$ cat src/rtl/inst_fetch_unit.sv
// Instruction fetch stage: pipelined Avalon-style word reads feeding a small in-order FIFO
// of {pc, word} entries, with branch redirect that flushes the FIFO and drops in-flight beats.
module inst_fetch_unit #(
  parameter int unsigned DEPTH_LOG2 = 2,
  parameter logic [31:0] RESET_PC   = 32'h0,
  parameter logic [31:0] PC_STEP    = 32'h1
) (
  input  logic        clk,
  input  logic        rst,
  input  logic        i_pc_load,
  input  logic [31:0] i_pc_target,
  input  logic        i_inst_complete,
  output logic [31:0] o_inst,
  output logic [31:0] o_pc,
  output logic        o_inst_valid,
  output logic        o_empty,
  output logic [31:0] o_mem_addr,
  output logic        o_mem_read,
  input  logic        i_mem_waitrequest,
  input  logic [31:0] i_mem_readdata,
  input  logic        i_mem_readdatavalid
);

  localparam int unsigned Depth = 2 ** DEPTH_LOG2;
  localparam int unsigned CntW  = DEPTH_LOG2 + 1;

  typedef logic [CntW-1:0]       cnt_t;
  typedef logic [CntW:0]         sum_t;
  typedef logic [DEPTH_LOG2-1:0] ptr_t;
  typedef enum logic {StRun, StHold} state_e;

  state_e      state_q, state_d;
  logic [31:0] fetch_pc_q, fetch_pc_d;
  logic        mem_read_q, mem_read_d;
  logic [31:0] mem_addr_q, mem_addr_d;
  cnt_t        occ_q, occ_d;
  cnt_t        outs_q, outs_d;
  cnt_t        drop_q, drop_d;
  ptr_t        fifo_wr_q, fifo_rd_q;
  ptr_t        pcq_wr_q, pcq_rd_q;

  logic [31:0] fifo_inst_q [Depth];
  logic [31:0] fifo_pc_q   [Depth];
  logic [31:0] pcq_q       [Depth];

  logic accept, stalled, dropping, push, pop;
  sum_t avail;

  always_comb begin
    accept   = mem_read_q & ~i_mem_waitrequest;
    stalled  = mem_read_q & i_mem_waitrequest;
    dropping = i_mem_readdatavalid & (drop_q != '0);
    // Redirect wins over a same-cycle response and pop.
    push     = i_mem_readdatavalid & (drop_q == '0) & ~i_pc_load;
    pop      = i_inst_complete & (occ_q != '0) & ~i_pc_load;

    outs_d = outs_q + cnt_t'(accept) - cnt_t'(i_mem_readdatavalid);
    occ_d  = i_pc_load ? '0 : occ_q + cnt_t'(push) - cnt_t'(pop);

    // A request held across a redirect is only counted as in flight once accepted.
    if (i_pc_load) begin
      drop_d = outs_d;
    end else begin
      drop_d = drop_q - cnt_t'(dropping) + cnt_t'((state_q == StHold) & accept);
    end

    state_d = state_q;
    if (i_pc_load && stalled) begin
      state_d = StHold;
    end else if (state_q == StHold && accept) begin
      state_d = StRun;
    end

    fetch_pc_d = fetch_pc_q;
    if (i_pc_load) begin
      fetch_pc_d = i_pc_target;
    end else if (accept && state_q == StRun) begin
      fetch_pc_d = fetch_pc_q + PC_STEP;
    end

    // Credit covers buffered entries plus beats that will still be kept.
    avail      = sum_t'(occ_d) + sum_t'(outs_d) - sum_t'(drop_d);
    mem_read_d = stalled | ((avail < sum_t'(Depth)) & (outs_d < cnt_t'(Depth)));
    mem_addr_d = stalled ? mem_addr_q : fetch_pc_d;
  end

  always_ff @(posedge clk) begin
    if (rst) begin
      state_q    <= StRun;
      fetch_pc_q <= RESET_PC;
      mem_read_q <= 1'b0;
      mem_addr_q <= RESET_PC;
      occ_q      <= '0;
      outs_q     <= '0;
      drop_q     <= '0;
      fifo_wr_q  <= '0;
      fifo_rd_q  <= '0;
      pcq_wr_q   <= '0;
      pcq_rd_q   <= '0;
    end else begin
      state_q    <= state_d;
      fetch_pc_q <= fetch_pc_d;
      mem_read_q <= mem_read_d;
      mem_addr_q <= mem_addr_d;
      occ_q      <= occ_d;
      outs_q     <= outs_d;
      drop_q     <= drop_d;
      pcq_wr_q   <= pcq_wr_q + ptr_t'(accept);
      pcq_rd_q   <= pcq_rd_q + ptr_t'(i_mem_readdatavalid);
      if (i_pc_load) begin
        fifo_wr_q <= '0;
        fifo_rd_q <= '0;
      end else begin
        fifo_wr_q <= fifo_wr_q + ptr_t'(push);
        fifo_rd_q <= fifo_rd_q + ptr_t'(pop);
      end
    end
  end

  // Storage needs no reset: pointers and occupancy define what is valid.
  always_ff @(posedge clk) begin
    if (!rst && accept) begin
      pcq_q[pcq_wr_q] <= mem_addr_q;
    end
    if (!rst && push) begin
      fifo_inst_q[fifo_wr_q] <= i_mem_readdata;
      fifo_pc_q[fifo_wr_q]   <= pcq_q[pcq_rd_q];
      assert (occ_q != cnt_t'(Depth));
    end
  end

  always_comb begin
    o_empty      = (occ_q == '0);
    o_inst_valid = ~o_empty;
    o_inst       = o_inst_valid ? fifo_inst_q[fifo_rd_q] : 32'h0;
    o_pc         = o_inst_valid ? fifo_pc_q[fifo_rd_q] : 32'h0;
    o_mem_read   = mem_read_q;
    o_mem_addr   = mem_addr_q;
  end

endmodule
$ cat config.mk
export PLATFORM = sky130hd
export DESIGN_NAME = inst_fetch_unit
export DESIGN_NICKNAME = d
export VERILOG_FILES = /design/src/rtl/inst_fetch_unit.sv
export SDC_FILE = /design/constraint.sdc
export NUM_CORES = 1
export LEC_CHECK = 0
export BUFFER_PORTS_ARGS = -buffer_cell sky130_fd_sc_hd__buf_2
export CORE_UTILIZATION = 55
export CTS_CLUSTER_SIZE = 8
export DETAILED_ROUTE_END_ITERATION = 7
export PLACE_DENSITY = 0.78
export SLEW_MARGIN = 20
export SYNTH_ARGS = -nofsm -noshare
export SYNTH_HDL_FRONTEND = slang
export SYNTH_SLANG_ARGS = --single-unit
$ cat constraint.sdc
create_clock -name clk -period 11.3 [get_ports clk]
set_input_delay 2.26 -clock clk [delete_from_list [all_inputs] [get_ports clk]]
set_output_delay 2.26 -clock clk [all_outputs]
set_load 0.005 [all_outputs]
# Word-level counts from Yosys, hierarchy flattened
# Memory sizes are Yosys's and may differ from the RTL's. A register that Yosys moved wholly into a read port is not among the register bits.
# Cells that the tools add are included.
[op_classes]
add_sub_neg = 13
magnitude_cmp = 2
n_mux = 15
bitwise = 14
reduce_logical = 12
[ops]
columns = ["op", "n"]
rows = [
  ["two-way mux 32 bit", 4],
  ["adder 32 x 1 -> 32 bit, second input constant", 1],
  ["adder 3 x 1 -> 3 bit", 3],
  ["bitwise AND 1 bit", 9],
  ["subtractor 3 x 1 -> 3 bit", 3],
  ["adder 2 x 1 -> 2 bit", 4],
  ["logical NOT 3 bit", 2],
  ["two-way mux 1 bit", 6],
  ["two-way mux 2 bit", 3],
  ["two-way mux 3 bit", 2],
  ["nonzero test 3 bit", 2],
  ["logical AND 1 bit", 5],
  ["adder 3 x 3 -> 4 bit", 1],
  ["< comparator 4 x 3 -> 1 bit, second input constant", 1],
  ["inverter 1 bit", 4],
  ["subtractor 4 x 3 -> 4 bit", 1],
  ["< comparator 3 bit, second input constant", 1],
  ["nonzero test 2 bit", 1],
  ["OR reduction 2 bit", 1],
  ["logical NOT 1 bit", 1],
  ["bitwise OR 1 bit", 1],
]
[totals]
ff_bits = 83
ram_bits = 384
inputBits = 70
output_inout_bits = 99
elab_cells = 70
n_memories = 3
[mem_list]
columns = ["memory", "depth", "word_bits", "rd", "rd_ports_with_merged_regs", "wr", "line", "text"]
rows = [
  ["fifo_inst_q", 4, 32, 1, 1, 1, "42", "logic [31:0] fifo_inst_q [Depth];"],
  ["fifo_pc_q", 4, 32, 1, 1, 1, "43", "logic [31:0] fifo_pc_q [Depth];"],
  ["pcq_q", 4, 32, 1, 1, 1, "44", "logic [31:0] pcq_q [Depth];"],
]

# Depth between registers and ports, before layout
[logic_depth]
word_depth = 11
depth_mapped = 18

# Worst setup path before layout
# Ideal clock, no wire load.
[synth_timing]
path_type = "in2reg"
from = "input port i_pc_load"
to = "memory fifo_inst_q[2][0], enable pin"
setup_time_ns = 0.578
arrival_time_ns = 7.554
t_required_ns = 10.722
path_slack_ns = 3.168
cell_stages = 4
path_buffers = 1
cell_sequence = "clkbuf_1 nor2_1 nand3_1 nor3b_1"
[synth_between]
elab_chain_cells = 5
[synth_rtl]
columns = ["element", "line", "text"]
rows = [
  ["from (decl)", "10", "input logic i_pc_load,"],
  ["inverter 1 bit", "54", "push = i_mem_readdatavalid & (drop_q == '0) & ~i_pc_load;"],
  ["bitwise AND 1 bit", "54", ""],
  ["logical AND 1 bit", "125", "if (!rst && push) begin"],
  ["two-way mux 1 bit", "125", ""],
  ["two-way mux 1 bit (implied by the code)", "126", "fifo_inst_q[fifo_wr_q] <= i_mem_readdata;"],
  ["to (decl)", "42", ""],
]
# Every way passes these cells.

# Worst setup path after layout
[layout_timing]
from = "input port i_mem_waitrequest"
to = "register mem_read_q (netlist: o_mem_read)"
[layout_between]
elab_chain_cells = 9
elab_cells_between_ends = 14
classes_between = "add/sub: 5; order compare: 2; mux: 1; bitwise: 6"
[layout_rtl]
columns = ["element", "line", "text"]
rows = [
  ["from (decl)", "19", "input logic i_mem_waitrequest,"],
  ["inverter 1 bit *", "50", "accept = mem_read_q & ~i_mem_waitrequest;"],
  ["bitwise AND 1 bit *", "50", ""],
  ["adder 3 x 1 -> 3 bit / bitwise AND 1 bit (equally long branches)", "57, 64", ""],
  ["subtractor 3 x 1 -> 3 bit / adder 3 x 1 -> 3 bit (equally long branches)", "57, 64", ""],
  ["two-way mux 3 bit *", "61", "if (i_pc_load) begin"],
  ["net drop_d[2]", "38", "cnt_t drop_q, drop_d;"],
  ["subtractor 4 x 3 -> 4 bit *", "82", "avail = sum_t'(occ_d) + sum_t'(outs_d) - sum_t'(drop_d);"],
  ["< comparator 4 x 3 -> 1 bit *", "83", "mem_read_d = stalled | ((avail < sum_t'(Depth)) & (outs_d < cnt_t'(Depth)));"],
  ["bitwise AND 1 bit *", "83", ""],
  ["bitwise OR 1 bit *", "83", ""],
  ["to (signal assigned)", "103", "mem_read_q <= mem_read_d;"],
  ["to (decl)", "34", "logic mem_read_q, mem_read_d;"],
]
# Mark *: on every way through the listed nets, which the timed path passes. The rest lies on a longest branch.
# A chain may end at the register's enable or synchronous reset.

==> impl.org <==
** Worst setup path
- On the critical path, the stage with the largest delay is an instance of fa_1.
- Count of buffering cells on the critical path with inverters included :: 4
- Crit end category :: flip-flop
- Worst path most repeated cell :: ha_1
- Worst endpoint required time :: between 10 and 15 ns
- Grouping stages by cell kind, the critical path spends the most delay in adder cells.
- CP Launch Type :: input port
- Worst-path cell chain :: buf_2 > and2b_1 > inv_4 > ha_1 > inv_1 > ha_1 > fa_1 > xnor2_1 > xor2_1 > nand2_1 > o21ai_0 > fa_1 > inv_1 > ha_1 > or2_2 > a211o_1 > a21o_1 > a21oi_1
- The critical path is of the input port to flip-flop type.
- Endpoint arrival time on the critical path :: 5.83 ns
- On the worst path, the slowest cell contributes a delay of ~0.53 ns.
- Of all nets on the critical path, the largest fanout is 9.

** STA
- Transition time at the pin with the least slew margin :: 1.03 ns
- Period Utilization, post-route :: 47.3%
- Setup repair after global routing left no endpoint under its margin.
- Setup violations remaining at the end of the flow were counted as 0.
- The clock arrives with 0.0219 ns of skew.
- Max_slew headroom :: between 30% and 40%
- Time the final worst path needs with I/O delays and setup :: 5.35 ns
- Maximum frequency from static timing analysis :: 187 MHz
- Setup total negative slack on the finished layout was measured at 0 ns.
- Tightest hold margin :: 0.527 ns
- Slew Limit Fails :: 0
- The number of hold violations in the final report was 0.

** Yosys
- Async set or reset register ratio after synthesis :: 0%
- Among all flip-flop cells after synthesis, the most frequent one is edfxtp_1.
- For this run, the number of Yosys warnings is 0.
- After technology mapping, the gate count stands at 1073.
- Avg Synthesized Cell Area :: 17.2 sq um
- Of the synthesized area, sequential elements account for about 70%.
- After synthesis, the netlist uses 63 different library cells.
- Synthesis-stage register bit count :: between 400 and 500
- Summing every instance area after synthesis gives around 18000 sq um.
- Count of flip-flops with a built-in enable after synthesis :: 384
- Post-Syn Nets :: 1160

** Routing
- Detailed Route Iter0 Violations :: 827
- Post-DR vias/cell :: 5.90
- Post-route ant nets :: 0
- Remaining design rule violation count :: 0
- After detailed routing, the average wire length per cell comes to 22.6 um.
- For this block, the routed nets add up to 39.4 mm of wire.
- Number of detailed-routing iterations run before antenna repair :: 5
- Total number of vias :: 10300

** Clock network
- Number of H-tree branching levels :: 3
- The clock reaches the later pin of the worst-skew pair after 0.56 ns.
- For this design, the sink count on the clock tree is 467.
- In this run, post-CTS repair resized a total of 0 instances.
- TritonCTS created 68 clock buffers.
- Buffers inserted to repair hold after CTS numbered 0.
- Clk slew on worst S/H paths :: 0.05 ns
- No sink is reached through more buffers than the 3 on the longest clock path.
- The tree is rooted in a clkbuf_16.
- Clock tree from TritonCTS :: done
- Post CTS Setup Buffer Count :: 0

** Cells and area
- Area of all placed cells without fillers :: 21700 sq um
- Synth-to-Final Area Change :: 17.5%
- The repair_antennas step left the layout with diodes totalling 0.
- Final-stage net count :: 1356
- In the final layout, the share of cells above drive strength 1 is between 20% and 30%.

** Global routing
- Global routing used about a quarter of the available tracks across all layers.
- Global-route wire length before repair :: 59.8 mm
- Entering global routing, the biggest net connects 70 pins.
- Via count of the first global-routing pass :: 10500
- GRT Residual Overflow :: 0
- Antenna violations before repair :: 0

** Pwr
- Pwr dens :: between 150 and 200 nW/um^2
- Of the total power, the clock network draws roughly 44%.
- Net switching is 22.1% of the power.
- The share of total power dissipated in sequential elements is 47.9%.
- Static leakage :: 0.00762 uW
- Switching power summed over all nets :: 910 uW
- Portion of total power attributed to combinational logic :: ~8.1%
- Internal portion of total power :: 3210 uW
- The worst-case IR drop observed on VDD is 0.000124 V.

** Flow run
- Maximum capacitance violations :: 0

** Die
- Placement row count :: 66
- The floorplan step set the die width to 185 um.
- Starting density of the core :: 56.4%
- Measured along the y axis, the die boundary spans 185 um.
- 169 I/O pins were placed.
- Total die area :: 34400 sq um
- The region available for standard cell placement spans between 30000 and 40000 sq um.

** Hold path
- In this run the worst hold path is classified as flip-flop to flip-flop.

** Place
- Detailed placement ended at an HPWL of 22.8 mm.
- # port buffers :: 168
- Routability-driven placement finished with a final weighted congestion of 0.869.
- Placed cell area :: 19800 sq um

** Status
- Status :: completed
[cell usage in the layout (no fill, tap or decap), drive strengths merged, types with 3 or more instances in the layout]
master,instances
nor4,9
a211oi,21
and2,74
o211ai,5
o21a,3
dfxtp,83
o41ai,4
nand2b,3
edfxtp,384
and3,14
a21oi,21
nor3,15
buf,187
nor2,57
inv,20
xnor2,13
o211a,3
nor2b,5
a31o,3
xor2,22
fa,5
nand3,25
ha,12
o22ai,6
nand4,16
o31ai,6
clkbuf,93
a32oi,4
mux2i,6
mux4,96
nand2,40
o21ai,12
[routing by layer]
metal,wire [um],up-vias,track usage [%]
met5,0,-,0
met4,1340,0,10.3
met3,2780,74,4.54
met2,19100,440,38.1
met1,16200,5154,31.2
li1,-,4590,-
[worst paths after layout]
path / from / end / slack (ns) / depth (start not counted)
setup / recovery: i_mem_waitrequest / o_mem_read / 5.95 / 18
hold / removal: o_mem_addr[1] / pcq_q[3][1] / 0.53 / 0
setup reg to reg: occ_q[2] / o_mem_read / 7.08 / 17
hold reg to reg: o_mem_addr[1] / pcq_q[3][1] / 0.53 / 0
[registers in the layout, summed over array words and instances (netlist names)]
name         cells
outs_q           3
state_q          1
fifo_rd_q        2
o_mem_addr      32
o_mem_read       1
drop_q           3
fetch_pc_q      32
pcq_wr_q         2
fifo_inst_q    128
pcq_rd_q         2
occ_q            3
pcq_q          128
fifo_wr_q        2
fifo_pc_q      128
[power groups by stage]
stage / logic, uW / clock network (uW) / registers, uW
2_1_floorplan: 227 / 0 / 1990
3_5_place_dp: 333 / 0 / 2000
3_3_place_gp: 322 / 0 / 2000
5_1_grt: 369 / 1920 / 1980
4_1_cts: 336 / 1850 / 1970
6_report: 334 / 1820 / 1970
[worst reg2reg max path: cells and delay by family, from the launching register on]
kind,cells,cell delay (ns)
flip-flops,1,0.32
AO/OA/AOI/OAI,3,0.53
adder cells (fa/ha/maj),4,1.35
AND/OR/NAND/NOR,5,1.13
XOR/XNOR,3,0.47
buffers and inverters,2,0.35
[synthesized netlist by cell type (all sizes together), types with 3 or more instances]
library cell  instances  area share (%)
and3                 14            0.47
nor3                 15            0.41
mux4                 96              12
a32oi                 4            0.19
o21ai                12            0.32
o31ai                 6            0.24
xnor2                13            0.62
nor2                 57             1.2
a21oi                21            0.57
fa                    5            0.54
inv                  17            0.36
dfxtp                83             9.0
nand2                40            0.81
a31o                  3            0.14
clkbuf               38            0.77
and2                 74             2.5
nor4                  9            0.42
buf                  23            0.60
xor2                 22             1.0
o211ai                5            0.20
nand4                16            0.58
a211oi               21            0.88
edfxtp              384              62
ha                   12            0.81
nand2b                3            0.10
nand3                25            0.68
o211a                 3            0.16
o22ai                 6            0.20
mux2i                 6            0.32
o41ai                 4            0.27
o21a                  3            0.12
nor2b                 5            0.17
[layout make-up]
cell class              instances  area (sq um)
inverters                      18          70.1
well taps                     442           553
clock buffers                  93          1860
fillers                      2208         11100
clock inverters                 4          53.8
multi-input cells             527          5010
repair buffers                187           983
flip-flops and latches        467         13200
[metrics by stage]
stage               power, uW  util [%]  setup WS (ns)  instances
floorplan                2220         -           3.17       1073
global placement         2320      60.4           5.48       1641
detailed placement       2340      60.4           5.43       1641
CTS                      4160      66.3           5.94       1738
global route             4260      66.3           5.77       1738
finish                   4120      66.3           5.95       1738
[cell families after synthesis]
logic type	Yosys count	synth area share (%)
AO/OA/AOI/OAI	98	3.76
XOR/XNOR	35	1.66
adder cells (fa/ha/maj)	17	1.35
buffers and inverters	79	1.75
flip-flops	467	71.4
multiplexers	104	12.1
AND/OR/NAND/NOR	273	7.98
Power figures use the tool's default switching activity.
